--- config.mk ---
export PLATFORM = sky130hd
export DESIGN_NAME = rr_grant_arbiter
export DESIGN_NICKNAME = d
export VERILOG_FILES = /design/src/rtl/rr_grant_arbiter.sv
export SDC_FILE = /design/constraint.sdc
export NUM_CORES = 1
export LEC_CHECK = 0
export ABC_AREA = 0
export CAP_MARGIN = 10
export CORE_ASPECT_RATIO = 0.9
export CORE_MARGIN = 5
export CORE_UTILIZATION = 49
export DETAILED_ROUTE_END_ITERATION = 10
export GPL_ROUTABILITY_DRIVEN = 0
export PLACE_DENSITY = 0.75
export SLEW_MARGIN = 0
export SYNTH_ARGS = -nofsm -noshare
export SYNTH_HDL_FRONTEND = slang
export SYNTH_SLANG_ARGS = --single-unit
--- constraint.sdc ---
create_clock -name clk -period 2.2 [get_ports clk]
set_input_delay 0.66 -clock clk [delete_from_list [all_inputs] [get_ports clk]]
set_output_delay 0.66 -clock clk [all_outputs]
set_load 0.05 [all_outputs]
--- src/rtl/rr_grant_arbiter.sv ---
// rr_grant_arbiter: round-robin arbiter with registered one-hot grant, hold timeout and a one-cycle bubble between grants
module rr_grant_arbiter #(
  parameter int N        = 4,
  parameter int MAX_HOLD = 8
) (
  input  logic                 clk,
  input  logic                 rst_n,
  input  logic [N-1:0]         req,
  output logic [N-1:0]         gnt,
  output logic                 gnt_valid,
  output logic [$clog2(N)-1:0] gnt_idx,
  output logic                 expired
);
  localparam int IW = $clog2(N);
  localparam int HW = (MAX_HOLD > 0) ? $clog2(MAX_HOLD + 1) : 1;
  typedef enum logic {IDLE, BUSY} state_t;
  state_t        r_state;
  logic [IW-1:0] r_ptr;
  logic [HW-1:0] r_hold;
  logic [IW-1:0] w_win;
  logic          w_found;
  logic          w_release;
  // first set request at or after r_ptr, wrapping modulo N
  always_comb begin
    w_found = 1'b0;
    w_win   = '0;
    for (int i = 0; i < N; i++)
      if (!w_found && req[(int'(r_ptr) + i) % N]) begin
        w_found = 1'b1;
        w_win   = IW'((int'(r_ptr) + i) % N);
      end
  end
  assign w_release = !req[gnt_idx] || (MAX_HOLD != 0 && r_hold == HW'(MAX_HOLD));
  always_ff @(posedge clk or negedge rst_n) begin
    if (!rst_n) begin
      r_state   <= IDLE;
      r_ptr     <= '0;
      r_hold    <= '0;
      gnt       <= '0;
      gnt_valid <= 1'b0;
      gnt_idx   <= '0;
      expired   <= 1'b0;
    end else begin
      expired <= 1'b0;
      if (r_state == IDLE) begin
        if (w_found) begin
          gnt       <= N'(1) << w_win;
          gnt_idx   <= w_win;
          gnt_valid <= 1'b1;
          r_hold    <= HW'(1);
          r_state   <= BUSY;
        end
      end else if (w_release) begin
        gnt       <= '0;
        gnt_valid <= 1'b0;
        r_ptr     <= (gnt_idx == IW'(N - 1)) ? '0 : gnt_idx + 1'b1;
        r_hold    <= '0;
        r_state   <= IDLE;
        expired   <= req[gnt_idx];
      end else if (MAX_HOLD != 0) begin
        r_hold <= r_hold + 1'b1;
      end
    end
  end
endmodule

### After elaboration in Yosys (flattened, before gate mapping)

Cells that the tools add are included.

| storage, ports and cells | value |
|---|---|
| register bits | 15 |
| input bits | 6 |
| output and inout bits | 8 |

| operators by class | value |
|---|---|
| $add $sub $neg | 5 |
| order comparisons | 5 |
| equal/unequal tests | 3 |
| shift operators | 1 |
| muxes and demuxes | 36 |
| bitwise operators | 4 |
| reductions and logical operators | 15 |

Operators by type and width:

| kind | number |
|---|---|
| $mux 4 | 6 |
| $mux 1 | 20 |
| $lt 3x4->1 const B | 3 |
| $bmux 1 s2 | 5 |
| $mux 2 | 5 |
| $lt 2x3->1 const B | 2 |
| $reduce_and 2->1 | 3 |
| $reduce_or 2->1 | 3 |
| $add 2x1->2 const B | 2 |
| $add 2x2->2 const B | 2 |
| $add 4x1->4 const B | 1 |
| $eq 4x4->1 const B | 1 |
| $logic_not 1->1 | 4 |
| $shl 1x2->4 const A | 1 |
| $and 1x1->1 const A | 3 |
| $logic_and 1x1->1 | 3 |
| $eq 2x2->1 const B | 1 |
| $ne 2x1->1 const B | 1 |
| $reduce_bool 2->1 | 1 |
| $logic_or 1x1->1 | 1 |
| $not 1->1 | 1 |

### Logic depth before layout (Yosys ltp)

| depth | value |
|---|---|
| word-level depth | 17 |
| depth in mapped cells | 6 |
| mapped depth without buffers | 6 |

### Worst setup path before layout

Ideal clock, no wire load.

| path | value |
|---|---|
| path type | register to register |
| from | register gnt_idx[0] |
| to | register r_ptr[1] |
| library setup time | 0.125 ns |
| arrival time | 1.811 ns |
| path slack | 0.265 ns |
| cell stages (with the launch flop) | 4 |
| period minus slack after synthesis | 1.935 ns |
| cell sequence | dfrtp_1 > mux4_2 > a21boi_2 > mux2_2 |

| on the way | value |
|---|---|
| cells in the longest elaborated chain, start to end | 5 |
| elaborated cells between the ends (all ways) | 8 |
| classes of those cells | 1 x add/sub; 1 x eq/ne; 3 x mux; 3 x reduce/logical |

Ends and longest elaborated chain:

| item | line | text |
|---|---|---|
| start: declaration | 11 | `output logic [$clog2(N)-1:0] gnt_idx,` |
| start signal: assignment | 48 | `gnt_idx <= w_win;` |
| $bmux 1 s2 | 33 | `assign w_release = !req[gnt_idx] \|\| (MAX_HOLD != 0 && r_hold == HW'(MAX_HOLD));` |
| $mux 1 (implied by the code) | 33 |  |
| $logic_not 1->1 | 33 |  |
| $logic_or 1x1->1 | 33 |  |
| $reduce_and 2->1 (no line) | - |  |
| end signal: assignment | 56 | `r_ptr <= (gnt_idx == IW'(N - 1)) ? '0 : gnt_idx + 1'b1;` |
| end: declaration | 18 | `logic [IW-1:0] r_ptr;` |

Several ways; a longest one is shown, not always the timed one. The select of a mux whose other input is x is not followed.
A chain may end at the register's enable or synchronous reset.

### Final worst setup path

| path | value |
|---|---|
| from | register gnt[1] |
| to | output port gnt[1] |

RTL lines:

| item | line | text |
|---|---|---|
| start: declaration | 9 | `output logic [N-1:0] gnt,` |
| start signal: assignment | 47 | `gnt <= N'(1) << w_win;` |

No word-level cell between the ends.

==> impl_metrics.py <==
metrics = {
    "setup_path": {
        "cpLargestDelayFamily": "buffers and inverters",
        "r2r-start": "gnt_idx[0]$_DFFE_PN0P_",
        "path_max_fanout": 2,
        "path_buf_inv": 1,
        "max_stage_delay_ns": 0.81,
        "worst_setup_path_start_kind": "register",
        "cp.arrival_ns": 1.46,
        "crit_chain": "clkdlybuf4s50_1",
        "crit_type": "register to primary output",
        "endpoint_kind": "primary output",
        "worst_path_max_delay_cell": "clkdlybuf4s50_1",
        "cp.required_ns": 1.54,
        "worstSetupStartpoint": "gnt[1]$_DFFE_PN0P_",
    },
    "sta": {
        "fin_crit_ns": 2.12,
        "slew_headroom": 0.668,
        "tightestPinTransition_ns": 0.497,
        "slew_violations": 0,
        "hold_slack_ns": 0.495,
        "fin_skew_ns": 0.000902,
        "setup_slack_ns": 0.0780,
        "rsz0062_at_grt": "false",
        "tns_ns": 0,
        "post-route-period-util": 0.965,
        "fmax_mhz": 471,
        "setup-violations-final": 0,
        "hold_viol": 0,
    },
    "worst_hold_path": {
        "hold_class": "register to register",
        "min_from": "gnt[0]$_DFFE_PN0P_",
    },
    "pwr": {
        "clockPowerShare": 0.104,
        "swShare": 0.449,
        "pwr-share-seq": 0.349,
        "power_density_nw_per_um2": 1400,
        "p_total_mw": 1.42,
        "pwr-share-comb": 0.546,
        "p_leak_nw": 0.478,
        "max-vdd-ir-drop_mv": 0.836,
        "internal_power_uw": 780,
        "p_sw_uw": 636,
    },
    "yosys": {
        "netlist_instances": 70,
        "synthesis.area_sq_um": 766,
        "synth_mux_area_frac": 0.0719,
        "synth-simple-area-share": 0.160,
        "ys_warn_count": 0,
        "synth.top_cell.area_share": 0.490,
        "synth-compound-area-share": 0.183,
        "synth_area_per_cell_sq_um": 10.9,
        "synth_seq_area_share": 0.490,
        "synth_fa_ha_area_frac": 0.0490,
        "synth.distinct_cells": 30,
        "synth_top_cell_by_area": "dfrtp_1",
        "synth_seq_cells": 15,
        "synth_top_family_by_area": "compound AO/OA/AOI/OAI gates",
        "synth_xor_area_frac": 0.0114,
        "syn_nets": 79,
        "synth_area_leaders": "dfrtp_1 49%, ha_1 4.9%, inv_1 3.4%",
    },
    "floorplan": {
        "die-width_microns": 51.7,
        "chipHeight_microns": 47.5,
        "fp.coreArea_sq_um": 1460,
        "die-area_sq_um": 2450,
        "io_pins": 14,
        "rows": 13,
        "start_util": 0.523,
    },
    "outcome": {
        "status": "completed",
    },
    "place": {
        "placedInstanceArea_sq_um": 985,
        "placed_cells": 108,
        "dp_hpwl_mm": 1.16,
        "numPortBuffers": 13,
        "dp_slack_ns": -0.0939,
    },
    "clock_network": {
        "clkSinkCount": 15,
        "path_clk_slew_ns": 0.08,
        "post-cts-setup-buffers": 0,
        "cts_hold_buffers": 0,
        "cts_buffers": 3,
        "clk_latency_ns": 0.27,
        "clock-root-buffer": "clkbuf_4",
        "clockBufferDepth": 2,
        "htree_num_levels": 1,
        "cts_tree": "built",
        "cts_resized": 0,
    },
    "global_route": {
        "grtUsageTotal": 0.146,
        "grt_pass1_vias": 588,
        "antenna_found_initial": 0,
        "overflow": 0,
        "grt_start_max_net_pins": 16,
        "grt_pass1_wl_mm": 2.51,
    },
    "final_layout": {
        "final_cell_mix": "15 x dfrtp_1, 12 x buf_4, 11 x clkdlybuf4s50_1",
        "post-route-util": 0.691,
        "stdcell_area_sq_um": 1010,
        "syn_to_final_growth_pct": 32.0,
        "finalNonFillerCells": 112,
        "diodes": 0,
        "drive_gt1_frac": 0.227,
        "nets": 107,
        "final_common_cell": "dfrtp_1",
    },
    "route": {
        "viasPerCell": 5.35,
        "vias": 599,
        "wire_per_inst_microns": 12.8,
        "drt_first_pass_iters": 4,
        "drtIter0Drc": 6,
        "drc": 0,
        "antenna_left": 0,
        "drt-total-wl_mm": 1.44,
    },
    "flow_run": {
        "drv_cap": 0,
    },
}
[power by group through the flow]
stage / registers [mW] / clock network, mW / logic, mW
after floorplan: 0.687 / 0 / 0.324
after global placement: 0.498 / 0 / 0.768
after detailed placement: 0.500 / 0 / 0.778
after CTS: 0.496 / 0.158 / 0.781
after global routing: 0.516 / 0.172 / 0.840
final: 0.495 / 0.148 / 0.774
[cells in the mapped netlist]
cell and number:
dfrtp_1 15, nand3_1 1, a21boi_2 1, a21bo_1 1
mux2_2 2, nand2b_1 2, inv_1 7, nor3b_1 2
a21o_1 1, o22ai_1 3, o2bb2ai_2 1, mux2i_1 1
a221o_1 1, nand3b_1 1, a32o_1 1, a22o_1 1
ha_1 3, o2bb2a_1 1, nor4_1 1, or4_1 1
xnor2_1 1, or2_1 1, nor2_1 5, nand3_2 1
o2bb2ai_1 1, nand2_4 1, a21oi_1 2, mux4_2 1
nand2_1 6, o21ai_0 4
[registers in the layout (all words and copies together), names as in the netlist]
name and count:
r_state 1, r_ptr 2, gnt_idx 2, r_hold 4, expired 1, gnt_valid 1
gnt 4
[metal layers]
layer | vias up | routed length [microns] | part of all wire | global-route usage
met3 | 4 | 62 | 0.043 | 0.0592
met1 | 279 | 709 | 0.49 | 0.180
li1 | 306 | - | - | -
met4 | 0 | 29 | 0.020 | 0.0628
met5 | - | 0 | 0 | 0
met2 | 10 | 635 | 0.44 | 0.231
[area by class of cell]
cell class / count / area, sq um
fillers: 109 / 453
multi-input cells: 48 / 364
repair buffers: 23 / 200
inverters: 7 / 26.3
well taps: 15 / 18.8
clock buffers: 4 / 26.3
flip-flops and latches: 15 / 375
[worst paths after layout]
path,endpoint,slack [ns],cells past startpoint
max,gnt[1],0.08,1
min,gnt[0]$_DFFE_PN0P_,0.50,1
max reg2reg,r_ptr[1]$_DFFE_PN0P_,0.58,3
min reg2reg,gnt[0]$_DFFE_PN0P_,0.50,1
max in group asynchronous,gnt[3]$_DFFE_PN0P_,1.35,2
min in group asynchronous,r_ptr[1]$_DFFE_PN0P_,0.69,2
[cells by family (layout without fill, tap and decap cells)]
logic type               count (synthesis)  in the layout
AO/OA/AOI/OAI                           18             18
XOR/XNOR                                 1              1
adder cells (fa/ha/maj)                  3              3
buffers and inverters                    7             34
flip-flops                              15             15
multiplexers                             4              4
AND/OR/NAND/NOR                         22             22
No activity file was read; power rests on OpenSTA's default activity.
